$ cat config.mk
export PLATFORM = sky130hd
export DESIGN_NAME = mux_2a1_intercalador_flat
export DESIGN_NICKNAME = d
export VERILOG_FILES = /design/src/rtl/mux_2a1_intercalador_pkg.sv /design/src/rtl/mux_2a1_intercalador_if.sv /design/src/rtl/mux_2a1_intercalador_contador_sat.sv /design/src/rtl/mux_2a1_intercalador.sv /design/src/flat_wrapper.sv
export SDC_FILE = /design/constraint.sdc
export NUM_CORES = 1
export LEC_CHECK = 0
export BUFFER_PORTS_ARGS = -buffer_cell sky130_fd_sc_hd__buf_2
export CAP_MARGIN = 25
export CORE_MARGIN = 2
export CORE_UTILIZATION = 53
export DETAILED_ROUTE_END_ITERATION = 10
export HOLD_SLACK_MARGIN = 0.12
export PLACE_DENSITY_LB_ADDON = 0.3
export SETUP_SLACK_MARGIN = 0.1
export SLEW_MARGIN = 20
export SYNTH_ARGS = -nofsm -noshare
export SYNTH_HDL_FRONTEND = slang
export SYNTH_SLANG_ARGS = --single-unit
export TNS_END_PERCENT = 10
$ cat constraint.sdc
create_clock -name clk8f -period 5.83 [get_ports clk8f]
set_input_delay 1.166 -clock clk8f [delete_from_list [all_inputs] [get_ports clk8f]]
set_output_delay 1.166 -clock clk8f [all_outputs]
set_load 0.005 [all_outputs]
$ cat src/rtl/mux_2a1_intercalador_pkg.sv
// Shared definitions for the 2:1 byte interleaver and its 1:2 demux counterpart.
// Latency: n/a (package only).
// Backpressure: n/a (package only).
//
// Contents: lane tag constants, default idle byte, and the byte+valid+lane slot bundle.
package mux_pkg;

    // Lane tags carried alongside each interleaved byte.
    localparam logic LANE0 = 1'b0;
    localparam logic LANE1 = 1'b1;

    localparam int         BYTE_W            = 8;
    localparam logic [7:0] IDLE_BYTE_DEFAULT = 8'h00;

    // One interleaved slot as seen on the link: byte, its valid, and its lane tag.
    typedef struct packed {
        logic [BYTE_W-1:0] dat;
        logic              vld;
        logic              lane;
    } slot_t;

endpackage

$ cat src/rtl/mux_2a1_intercalador_if.sv
// Bundle of the lane inputs and interleaved outputs of mux_2a1_intercalador.
// Latency: n/a (wiring only).
// Backpressure: none; the downstream stage takes one byte every clk8f cycle.
//
// master: byte sources / observer side (drives lane inputs, reads outputs).
// slave : interleaver side (reads lane inputs, drives outputs).
interface mux_2a1_intercalador_if #(
    parameter int DATA_W = 8,
    parameter int CNT_W  = 16
);
    logic [DATA_W-1:0] data_in_0_c;
    logic              valid_in_0_c;
    logic [DATA_W-1:0] data_in_1_c;
    logic              valid_in_1_c;
    logic [DATA_W-1:0] data_out_c;
    logic              valid_out_c;
    logic              lane_out_c;
    logic              phase_c;
    logic [CNT_W-1:0]  tx_count_c;

    modport master (
        output data_in_0_c, valid_in_0_c, data_in_1_c, valid_in_1_c,
        input  data_out_c, valid_out_c, lane_out_c, phase_c, tx_count_c
    );

    modport slave (
        input  data_in_0_c, valid_in_0_c, data_in_1_c, valid_in_1_c,
        output data_out_c, valid_out_c, lane_out_c, phase_c, tx_count_c
    );
endinterface

$ cat src/rtl/mux_2a1_intercalador_contador_sat.sv
// Saturating up-counter with synchronous clear.
// Latency: count reflects an increment one clock after inc is sampled.
// Backpressure: none; holds at all-ones instead of wrapping.
//
// Ports: clk (clock), clr (sync clear, active-high), inc (count enable), count (W-bit value).
module contador_sat #(
    parameter int W = 16
) (
    input  logic         clk,
    input  logic         clr,
    input  logic         inc,
    output logic [W-1:0] count
);

    always_ff @(posedge clk) begin
        if (clr) begin
            count <= '0;
        end else if (inc && (count != {W{1'b1}})) begin
            count <= count + W'(1);
        end
    end

endmodule

$ cat src/rtl/mux_2a1_intercalador.sv
// Interleaves two byte lanes into one tagged byte stream, lane 0 then lane 1.
// Latency: lane 0 byte 1 cycle after its sample edge, lane 1 byte 2 cycles after.
// Backpressure: none; downstream must accept one byte every clk8f cycle.
//
// Ports: clk8f (clock), reset (sync, active-high), bus (slave modport: two lanes in,
// interleaved byte/valid/lane tag out, slot phase, saturating count of valid bytes sent).
module mux_2a1_intercalador
    import mux_pkg::*;
#(
    parameter int                DATA_W    = BYTE_W,
    parameter logic [DATA_W-1:0] IDLE_BYTE = DATA_W'(IDLE_BYTE_DEFAULT),
    parameter int                CNT_W     = 16
) (
    input  logic                      clk8f,
    input  logic                      reset,
    mux_2a1_intercalador_if.slave     bus
);

    // Slot phase: sample edge loads lane 0 and captures lane 1; flush edge emits lane 1.
    localparam logic [0:0] PH_SAMPLE = 1'b0;
    localparam logic [0:0] PH_FLUSH  = 1'b1;

    logic [0:0]        phase;
    logic [DATA_W-1:0] hold1;
    logic              hv1;
    logic [DATA_W-1:0] out_dat;
    logic              out_vld;
    logic              out_lane;
    logic              nxt_vld;

    always_ff @(posedge clk8f) begin
        if (reset) begin
            phase    <= PH_SAMPLE;
            hold1    <= '0;
            hv1      <= 1'b0;
            out_dat  <= IDLE_BYTE;
            out_vld  <= 1'b0;
            out_lane <= LANE0;
        end else begin
            phase <= ~phase;
            if (phase == PH_SAMPLE) begin
                // Lane 1 waits one cycle in the hold register while lane 0 goes out.
                hold1    <= bus.data_in_1_c;
                hv1      <= bus.valid_in_1_c;
                out_dat  <= bus.valid_in_0_c ? bus.data_in_0_c : IDLE_BYTE;
                out_vld  <= bus.valid_in_0_c;
                out_lane <= LANE0;
            end else begin
                // Inputs are ignored here; sources hold each byte for two cycles.
                out_dat  <= hv1 ? hold1 : IDLE_BYTE;
                out_vld  <= hv1;
                out_lane <= LANE1;
            end
        end
    end

    // Valid about to be loaded into the output register; drives the byte counter
    // so the count moves on the same edge the valid byte appears.
    assign nxt_vld = (phase == PH_FLUSH) ? hv1 : bus.valid_in_0_c;

    contador_sat #(
        .W (CNT_W)
    ) u_tx_cnt (
        .clk   (clk8f),
        .clr   (reset),
        .inc   (nxt_vld),
        .count (bus.tx_count_c)
    );

    assign bus.data_out_c  = out_dat;
    assign bus.valid_out_c = out_vld;
    assign bus.lane_out_c  = out_lane;
    assign bus.phase_c     = phase;

endmodule
$ cat src/flat_wrapper.sv
// flat-port wrapper written by rule: the top's interface ports become plain ports
module mux_2a1_intercalador_flat import mux_pkg::*;
#(
    parameter int                DATA_W    = BYTE_W,
    parameter logic [DATA_W-1:0] IDLE_BYTE = DATA_W'(IDLE_BYTE_DEFAULT),
    parameter int                CNT_W     = 16
)
  (clk8f, reset, bus_data_in_0_c, bus_valid_in_0_c, bus_data_in_1_c, bus_valid_in_1_c, bus_data_out_c, bus_valid_out_c, bus_lane_out_c, bus_phase_c, bus_tx_count_c);
  mux_2a1_intercalador_if #(.DATA_W(DATA_W), .CNT_W(CNT_W)) bus_i ();
  input  logic clk8f;
  input  logic reset;
  input wire logic [$bits(bus_i.data_in_0_c)-1:0] bus_data_in_0_c;
  input wire logic [$bits(bus_i.valid_in_0_c)-1:0] bus_valid_in_0_c;
  input wire logic [$bits(bus_i.data_in_1_c)-1:0] bus_data_in_1_c;
  input wire logic [$bits(bus_i.valid_in_1_c)-1:0] bus_valid_in_1_c;
  output wire logic [$bits(bus_i.data_out_c)-1:0] bus_data_out_c;
  output wire logic [$bits(bus_i.valid_out_c)-1:0] bus_valid_out_c;
  output wire logic [$bits(bus_i.lane_out_c)-1:0] bus_lane_out_c;
  output wire logic [$bits(bus_i.phase_c)-1:0] bus_phase_c;
  output wire logic [$bits(bus_i.tx_count_c)-1:0] bus_tx_count_c;
  assign bus_i.data_in_0_c = bus_data_in_0_c;
  assign bus_i.valid_in_0_c = bus_valid_in_0_c;
  assign bus_i.data_in_1_c = bus_data_in_1_c;
  assign bus_i.valid_in_1_c = bus_valid_in_1_c;
  assign bus_data_out_c = bus_i.data_out_c;
  assign bus_valid_out_c = bus_i.valid_out_c;
  assign bus_lane_out_c = bus_i.lane_out_c;
  assign bus_phase_c = bus_i.phase_c;
  assign bus_tx_count_c = bus_i.tx_count_c;
  mux_2a1_intercalador #(.DATA_W(DATA_W), .IDLE_BYTE(IDLE_BYTE), .CNT_W(CNT_W)) u_core (.clk8f(clk8f), .reset(reset), .bus(bus_i));
endmodule
==> impl_metrics.json, run 1 <==
{
  "ys_warn_count": 0,
  "io_buffers": 46,
  "diodes": 0,
  "route.vias.total": 1372,
  "drt_wl_total_mm": 3.20,
  "worst_ep_required_time_ns": 6.10,
  "fin_crit_ns": 2.66,
  "root_buffer": "clkbuf_4",
  "arrival_ns": 2.93,
  "layout.cells.non_filler": 236,
  "core_area_sq_mm": 0.00273,
  "layout_commonest_cell": "buf_2",
  "outcome": "finished, final reports clean",
  "cp_cell_sequence": "mux2i_1 > or4_1 > or4_1 > a21oi_1",
  "dieWidth_um": 57.2,
  "antenna_found_initial": 0,
  "fmax_mhz": 375,
  "cts_tree": "yes",
  "reg2reg_slack_ns": 3.17,
  "rows": 19,
  "netlist_area_sq_mm": 0.00150,
  "cpMostUsedCell": "or4_1",
  "grt_pass1_vias": 1188,
  "maxCapViolCount": 0,
  "grt_pass1_wl_mm": 5.32,
  "crit_path_start_kind": "flip-flop",
  "setup_viol": 0,
  "final_nets": 226,
  "whs_endpoint": "u_core.u_tx_cnt.count[15]",
  "die_area_sq_mm": 0.00327,
  "final_cell_mix": "buf_2, dfxtp_1, nor2_1",
  "highest_layer": "met4",
  "critPathMaxFanout": 15,
  "fin_crit_sh_pct": 45.7,
  "slew_headroom_pct": 41.6,
  "synth_edf_count": 0,
  "drc": 0,
  "synth_ff_type": "dfxtp_1",
  "hp-class": "flip-flop to flip-flop",
  "start_util_pct": 54.9,
  "ys_ff_latch": 36,
  "cts_setup_buffers": 0,
  "drtAntennaViolNets": 0,
  "setup_ws_ns": 3.17,
  "rr_worst_depth": 4,
  "design_area_sq_mm": 0.00179,
  "ys_seq_area_share_pct": 48.0,
  "power_leakage_uw": 0.000754,
  "placed_cells": 229,
  "rsz0062_at_grt": "false",
  "placed_area_sq_mm": 0.00173,
  "wire_per_inst_um": 13.6,
  "grtUsageTotal_pct": 21.1,
  "met1_length_mm": 1.46,
  "worstReg2RegEnd": "u_core.u_tx_cnt.count[15]",
  "min-delay-start": "u_core.u_tx_cnt.count[15]",
  "crit_type": "flip-flop to flip-flop",
  "drive_gt1_share_pct": 27.3,
  "hold_violations": 0,
  "hpwl_mm": 2.22,
  "ctsHoldBuffers": 0,
  "io_pins": 47,
  "async_reset_ff_share_pct": 0,
  "r2r_start": "u_core.bus.phase_c",
  "htree_levels": 2,
  "place_ws_ns": 2.87,
  "numCtsBuffers": 5,
  "endpoint_kind": "flip-flop",
  "vias_per_cell": 5.81,
  "insertion_delay_ns": 0.34,
  "crit_path_top_delay_cell": "dfxtp_1",
  "clk_pin_slew_worst_paths_ns": 0.10,
  "slowest_delay_ns": 0.77,
  "place.gp.congestion": 0.745,
  "cts_max_path_buffers": 2,
  "clkSinkCount": 36,
  "synth_nets": 184,
  "p_per_area_mw_per_mm2": 248,
  "grt_remaining_overflow": 0,
  "slew_violations": 0,
  "worst_pin_slew_ns": 0.868,
  "drt_pass1_iterations": 4,
  "synth_cell_types": 34,
  "syn_inst": 163,
  "setup_tns_ns": 0,
  "cts-resized-gates": 0,
  "wl_met2_mm": 1.47,
  "synth.avg_cell_area_sq_um": 9.20,
  "layout-area-overhead-vs-synth_pct": 19.3,
  "die_y_um": 57.2,
  "grt_max_degree": 39,
  "drt_iter0_drc": 65,
  "holdWs_ns": 0.505,
  "hold_depth": 2,
  "finClkSkew_ns": 0.00462,
  "dr_wl_met3_um": 238,
  "irDropWorstVdd_uv": 226
}
==> worst max path at each step <==
stage	startpoint	end	slack, ns	cells after the start
6_report	u_core.bus.phase_c	u_core.u_tx_cnt.count[15]	3.17	4
4_1_cts	u_core.bus.phase_c	u_core.u_tx_cnt.count[15]	3.17	4
3_5_place_dp	bus_valid_in_0_c	u_core.u_tx_cnt.count[15]	2.87	5
3_3_place_gp	bus_valid_in_0_c	u_core.u_tx_cnt.count[15]	2.94	5
2_1_floorplan	bus_valid_in_0_c	u_core.u_tx_cnt.count[15]	3.30	5
5_1_grt	u_core.bus.phase_c	u_core.u_tx_cnt.count[15]	3.00	4
==> metrics by stage <==
stage | util [%] | power [uW]
6_report | 65.5 | 445
5_1_grt | 65.5 | 462
4_1_cts | 65.5 | 447
3_5_place_dp | 63.1 | 302
3_3_place_gp | 63.1 | 300
2_1_floorplan | - | 288
==> logic make-up (layout without fill, tap and decap cells) <==
kind of cell             Yosys count  after routing  share of synthesized area, %
AND/OR/NAND/NOR                   63             63                          22.7
AO/OA/AOI/OAI                     36             36                          16.0
buffers and inverters             15             57                          4.17
multiplexers                      12             12                          8.26
flip-flops                        36             36                          48.0
adder cells (fa/ha/maj)            1              1                         0.834
==> state kept, by name, indices dropped and copies added, names as in the netlist <==
register,flops
u_core.bus.valid_out_c,1
u_core.bus.data_out_c,8
u_core.bus.lane_out_c,1
u_core.hv1,1
u_core.hold1,8
u_core.u_tx_cnt.count,16
u_core.bus.phase_c,1
==> cells in the mapped netlist, types with 2 or more instances <==
master | n | area, sq um
a21oi_1 | 11 | 55.1
a22oi_1 | 8 | 60.1
buf_2 | 2 | 10.0
clkbuf_1 | 9 | 33.8
dfxtp_1 | 36 | 721
inv_1 | 3 | 11.3
mux2_1 | 2 | 22.5
mux2i_1 | 9 | 90.1
nand2_1 | 7 | 26.3
nand3_1 | 5 | 25.0
nand4_1 | 4 | 25.0
nor2_1 | 23 | 86.3
nor2b_1 | 4 | 25.0
nor4_1 | 3 | 18.8
o21ai_0 | 2 | 10.0
o21ai_1 | 2 | 10.0
o311ai_1 | 2 | 17.5
o31ai_1 | 6 | 45.0
o41ai_1 | 2 | 17.5
or3_1 | 3 | 18.8
or4_1 | 7 | 52.6
==> power by group <==
part           leakage (uW)  internal, uW  switching, uW
Combinational      0.000422          17.0           17.3
Sequential         0.000294           255           6.99
Clock             0.0000374          68.4           80.1
==> layout make-up <==
class                           count  area [sq um]
Fill cell                         242           943
Tap cell                           31          38.8
Sequential cell                    36           721
Multi-Input combinational cell    112           717
Clock buffer                        7          65.1
Inverter                            3          11.3
Timing Repair Buffer               47           238
==> worst max-delay path, delay by kind of cell, from the launching register on <==
kind | cells | cell delay (ns)
compound gates | 1 | 0.15
mux | 1 | 0.43
simple gates | 2 | 1.25
flops | 1 | 0.77
==> metal layers <==
metal	up-vias	track usage, %
met5	-	0
met4	0	7.64
met3	4	8.84
met2	55	31.5
met1	630	27.4
li1	683	-
Note: power is estimated with default switching activity, not from simulation.
==> run 2: changes to the inputs <==
Settings changed: CORE_UTILIZATION 53 to 49.
Clock period 5.83 ns to 2.64 ns, I/O delays scaled along.
==> impl_metrics.json, run 2 (synthesis results as in run 1) <==
{
  "dieWidth_um": 59.3,
  "critPathBufInv": 0,
  "critPathMaxFanout": 8,
  "die_area_sq_mm": 0.00352,
  "io_buffers": 46,
  "root_buffer": "clkbuf_4",
  "wl_met2_mm": 1.63,
  "maxCapViolCount": 0,
  "io_pins": 47,
  "fin_crit_sh_pct": 75.1,
  "drtAntennaViolNets": 0,
  "core_area_sq_mm": 0.00298,
  "worst_pin_slew_ns": 0.655,
  "switching_share_pct": 22.7,
  "htree_levels": 2,
  "cpMostUsedCell": "or4_1",
  "cp-startpoint": "u_core.u_tx_cnt.count[5]",
  "multi_input_area_sq_um": 717,
  "outcome": "finished, final reports clean",
  "final_nets": 229,
  "drt_pass1_iterations": 4,
  "layout_commonest_cell": "buf_2",
  "worst_ep_required_time_ns": 2.91,
  "layout-area-overhead-vs-synth_pct": 21.8,
  "vias_per_cell": 5.76,
  "crit_type": "flip-flop to flip-flop",
  "fillers": 254,
  "cts-resized-gates": 0,
  "grt_pass1_vias": 1261,
  "drt_iter0_drc": 43,
  "hold_depth": 3,
  "clk_pin_slew_worst_paths_ns": 0.11,
  "ctsHoldBuffers": 0,
  "placed_area_sq_mm": 0.00175,
  "worstReg2RegEnd": "u_core.u_tx_cnt.count[15]",
  "power.internal_uw": 802,
  "setup_viol": 0,
  "clkSinkCount": 36,
  "die_y_um": 59.3,
  "grt_max_degree": 39,
  "finClkSkew_ns": 0.00880,
  "p_per_area_mw_per_mm2": 568,
  "design_area_sq_mm": 0.00183,
  "irDropWorstVdd_uv": 314,
  "pwr-share-seq_pct": 55.2,
  "drive_gt1_share_pct": 28.2,
  "largest_register_ffs": 16,
  "grt_remaining_overflow": 0,
  "crit_path_start_kind": "flip-flop",
  "arrival_ns": 2.25,
  "rr_worst_depth": 4,
  "fin_crit_ns": 1.98,
  "whs_endpoint": "u_core.hold1[2]",
  "rows": 20,
  "highest_layer": "met4",
  "largest_register": "u_core.u_tx_cnt.count",
  "min-delay-start": "bus_data_in_1_c[2]",
  "wire_per_inst_um": 13.4,
  "p_switching_uw": 235,
  "slowest_delay_ns": 0.66,
  "grt_pass1_wl_mm": 5.35,
  "antenna_found_initial": 0,
  "met1_length_mm": 1.41,
  "dr_wl_met3_um": 169,
  "route.vias.total": 1393,
  "numCtsBuffers": 5,
  "start_util_pct": 50.4,
  "drc": 0,
  "slew_headroom_pct": 56.3,
  "hpwl_mm": 2.33,
  "crit_path_top_delay_cell": "or4_1",
  "power_frac_comb_pct": 8.1,
  "endpoint_kind": "flip-flop",
  "path_delay_family": "simple AND/OR/NAND/NOR gates",
  "cp_cell_sequence": "nand3_1 > or4_1 > or4_1 > a21oi_1",
  "drt_wl_total_mm": 3.24,
  "setup_tns_ns": 0,
  "rsz0062_at_grt": "false",
  "grtUsageTotal_pct": 20.1,
  "hp-class": "primary input to flip-flop",
  "cts_setup_buffers": 0,
  "fmax_mhz": 504,
  "power_leakage_uw": 0.000774,
  "cts_tree": "yes",
  "slew_violations": 0,
  "cts_max_path_buffers": 2,
  "diodes": 0,
  "insertion_delay_ns": 0.34,
  "p_clk_share_pct": 36.6,
  "place.gp.congestion": 0.812,
  "reg2reg_slack_ns": 0.66,
  "r2r_start": "u_core.u_tx_cnt.count[5]",
  "final_cell_mix": "buf_2, dfxtp_1, nor2_1",
  "hold_violations": 0,
  "regArea_sq_um": 721
}
## run 2: worst max path at each step
stage / slack [ns] / endpoint / cells past startpoint
floorplan: 0.74 / u_core.u_tx_cnt.count[15] / 5
global placement: 0.58 / u_core.u_tx_cnt.count[15] / 5
detailed placement: 0.53 / u_core.u_tx_cnt.count[10] / 6
CTS: 0.67 / u_core.u_tx_cnt.count[15] / 4
global route: 0.56 / u_core.u_tx_cnt.count[15] / 4
finish: 0.66 / u_core.u_tx_cnt.count[15] / 4
## run 2: area by class of cell
type | instances | share of cell area (%)
clock buffers | 6 | 2.26
clock inverters | 2 | 1.92
inverters | 3 | 0.616
multi-input cells | 112 | 39.2
flip-flops and latches | 36 | 39.5
well taps | 33 | 2.26
repair buffers | 50 | 14.2
## run 2: worst min-delay path: stages
cell     delay [ns]
buf_2          0.07
mux2i_1        0.05
nor2_1         0.07
## run 2: through the flow
step / hold slack (ns) / instances / power, uW / util, % / setup WS, ns
floorplan: 0.464 / 163 / 636 / - / 0.744
global placement: 0.476 / 234 / 666 / 58.8 / 0.580
detailed placement: 0.489 / 234 / 670 / 58.8 / 0.527
CTS: 0.404 / 242 / 1050 / 61.3 / 0.671
global route: 0.424 / 242 / 1080 / 61.3 / 0.563
finish: 0.411 / 242 / 1040 / 61.3 / 0.656
## run 2: power groups by stage
| stage | combinational [uW] | sequential [uW] | clock, uW |
|---|---|---|---|
| final | 84.4 | 573 | 380 |
| after detailed placement | 85.2 | 585 | 0 |
| after floorplan | 50.9 | 585 | 0 |
| after CTS | 85.6 | 573 | 388 |
| after global routing | 95.7 | 575 | 408 |
| after global placement | 81.8 | 584 | 0 |
## run 2: per-layer routing
layer | GRT usage, % | up-vias
met1 | 22.7 | 659
met3 | 6.33 | 6
met5 | 0 | -
li1 | - | 691
met4 | 7.14 | 0
met2 | 35.3 | 37
==> run 3: changes to the inputs <==
Clock period 2.64 ns to 2 ns, I/O delays scaled along.
==> impl_metrics.json, run 3 (synthesis results as in run 1) <==
{
  "outcome": "finished, final reports clean",
  "die_area_sq_mm": 0.00352,
  "irDropWorstVdd_uv": 503,
  "setup_ws_ns": 0.201,
  "power_frac_comb_pct": 9.2,
  "drive_gt1_share_pct": 31.5,
  "maxCapViolCount": 0,
  "whs_endpoint": "u_core.hold1[0]",
  "ctsHoldBuffers": 0,
  "p_clk_share_pct": 29.8,
  "p_per_area_mw_per_mm2": 670,
  "layout_commonest_cell": "buf_2",
  "drtAntennaViolNets": 0,
  "worst_pin_slew_ns": 0.622,
  "fin_crit_sh_pct": 90.0,
  "largest_register_ffs": 16,
  "hpwl_mm": 2.40,
  "drt_pass1_iterations": 4,
  "rsz0062_at_grt": "true",
  "slowest_delay_ns": 0.56,
  "crit_path_top_delay_cell": "or4_4",
  "dieWidth_um": 59.3,
  "pwr-share-seq_pct": 60.9,
  "p_switching_uw": 315,
  "slew_headroom_pct": 58.5,
  "power_leakage_uw": 0.000786,
  "final_nets": 234,
  "diodes": 0,
  "fmax_mhz": 556,
  "drc": 0,
  "route.vias.total": 1426,
  "slew_violations": 0,
  "clk_pin_slew_worst_paths_ns": 0.11,
  "grt_remaining_overflow": 0,
  "hp-class": "primary input to flip-flop",
  "holdWs_ns": 0.283,
  "fillers": 262,
  "io_pins": 47,
  "setup_tns_ns": 0,
  "hold_violations": 0,
  "io_buffers": 46,
  "min-delay-start": "bus_data_in_1_c[0]",
  "setup_viol": 0,
  "grt_pass1_vias": 1267,
  "grt_max_degree": 21,
  "root_buffer": "clkbuf_4",
  "place_ws_ns": 0.0291,
  "power.internal_uw": 925,
  "finClkSkew_ns": 0.00945,
  "cts_tree": "yes",
  "antenna_found_initial": 0,
  "insertion_delay_ns": 0.34,
  "largest_register": "u_core.u_tx_cnt.count",
  "endpoint_kind": "flip-flop",
  "hold_depth": 3,
  "utilization_pct": 62.1,
  "drt_wl_total_mm": 3.41,
  "crit_type": "flip-flop to flip-flop",
  "wire_per_inst_um": 13.9,
  "grtUsageTotal_pct": 20.5,
  "layout-area-overhead-vs-synth_pct": 23.4,
  "drt_iter0_drc": 55,
  "rows": 20,
  "worstReg2RegEnd": "u_core.u_tx_cnt.count[15]",
  "switching_share_pct": 25.4,
  "cts_max_path_buffers": 2,
  "grt_pass1_wl_mm": 5.42,
  "core_area_sq_mm": 0.00298,
  "start_util_pct": 50.4,
  "worst_ep_required_time_ns": 2.28,
  "die_y_um": 59.3,
  "critPathMaxFanout": 8,
  "vias_per_cell": 5.80,
  "clkSinkCount": 36,
  "rr_worst_depth": 4,
  "fin_crit_ns": 1.80,
  "cp_cell_sequence": "nand3_1 > or4_4 > or4_1 > a21oi_1",
  "r2r_start": "u_core.u_tx_cnt.count[0]",
  "arrival_ns": 2.08,
  "place.gp.congestion": 0.802,
  "final_cell_mix": "buf_2, dfxtp_1, nor2_1",
  "cts_setup_buffers": 0,
  "reg2reg_slack_ns": 0.20,
  "numCtsBuffers": 5,
  "htree_levels": 2,
  "crit_path_start_kind": "flip-flop"
}
run 3: worst max path at each step:
| stage | startpoint | to | slack, ns | depth (start not counted) |
|---|---|---|---|---|
| after floorplan | u_core.bus.phase_c | u_core.u_tx_cnt.count[15] | 0.13 | 6 |
| after global placement | bus_valid_in_0_c | u_core.u_tx_cnt.count[15] | 0.07 | 5 |
| after detailed placement | bus_valid_in_0_c | u_core.u_tx_cnt.count[15] | 0.03 | 5 |
| after CTS | u_core.u_tx_cnt.count[5] | u_core.u_tx_cnt.count[15] | 0.17 | 4 |
| after global routing | u_core.u_tx_cnt.count[0] | u_core.u_tx_cnt.count[15] | 0.09 | 4 |
| final | u_core.u_tx_cnt.count[0] | u_core.u_tx_cnt.count[15] | 0.20 | 4 |
run 3: worst max-delay path: cells and delay by family (launching register included):
kind | cells | cell delay (ns)
compound gates | 1 | 0.15
flops | 1 | 0.40
simple gates | 3 | 1.19
run 3: stage by stage:
step,area (sq um),total power [uW],cells
2_1_floorplan,1500,839,163
3_3_place_gp,1790,882,239
3_5_place_dp,1790,887,239
4_1_cts,1840,1250,246
5_1_grt,1850,1300,246
6_report,1850,1240,246
run 3: what timing repair did:
action                     in CTS  in global routing
resized for setup               1                  2
hold endpoints to repair        0                  0
setup endpoints to repair       1                  2
run 3: power groups by stage:
stage | sequential, uW | clock [uW] | combinational (uW)
finish | 756 | 370 | 115
global route | 760 | 409 | 128
CTS | 757 | 379 | 115
detailed placement | 773 | 0 | 115
global placement | 771 | 0 | 111
floorplan | 772 | 0 | 67.2
run 3: area by class of cell:
class                   instances  area, sq um  area share [%]
clock inverters                 2         12.5           0.676
flip-flops and latches         36          722            39.0
clock buffers                   5         37.5            2.03
inverters                       3         11.3           0.609
repair buffers                 55          298            16.1
multi-input cells             112          728            39.4
well taps                      33         41.3            2.23
run 3: per-layer routing:
layer  global-route usage (%)  vias up  share of wire, %  routed length (um)
met5                        0        -                 0                   0
met4                     7.79        0               3.2                 110
met3                     6.99       17               5.7                 196
met2                     34.9       56                48                1640
met1                     23.5      653                43                1470
li1                         -      700                 -                   -
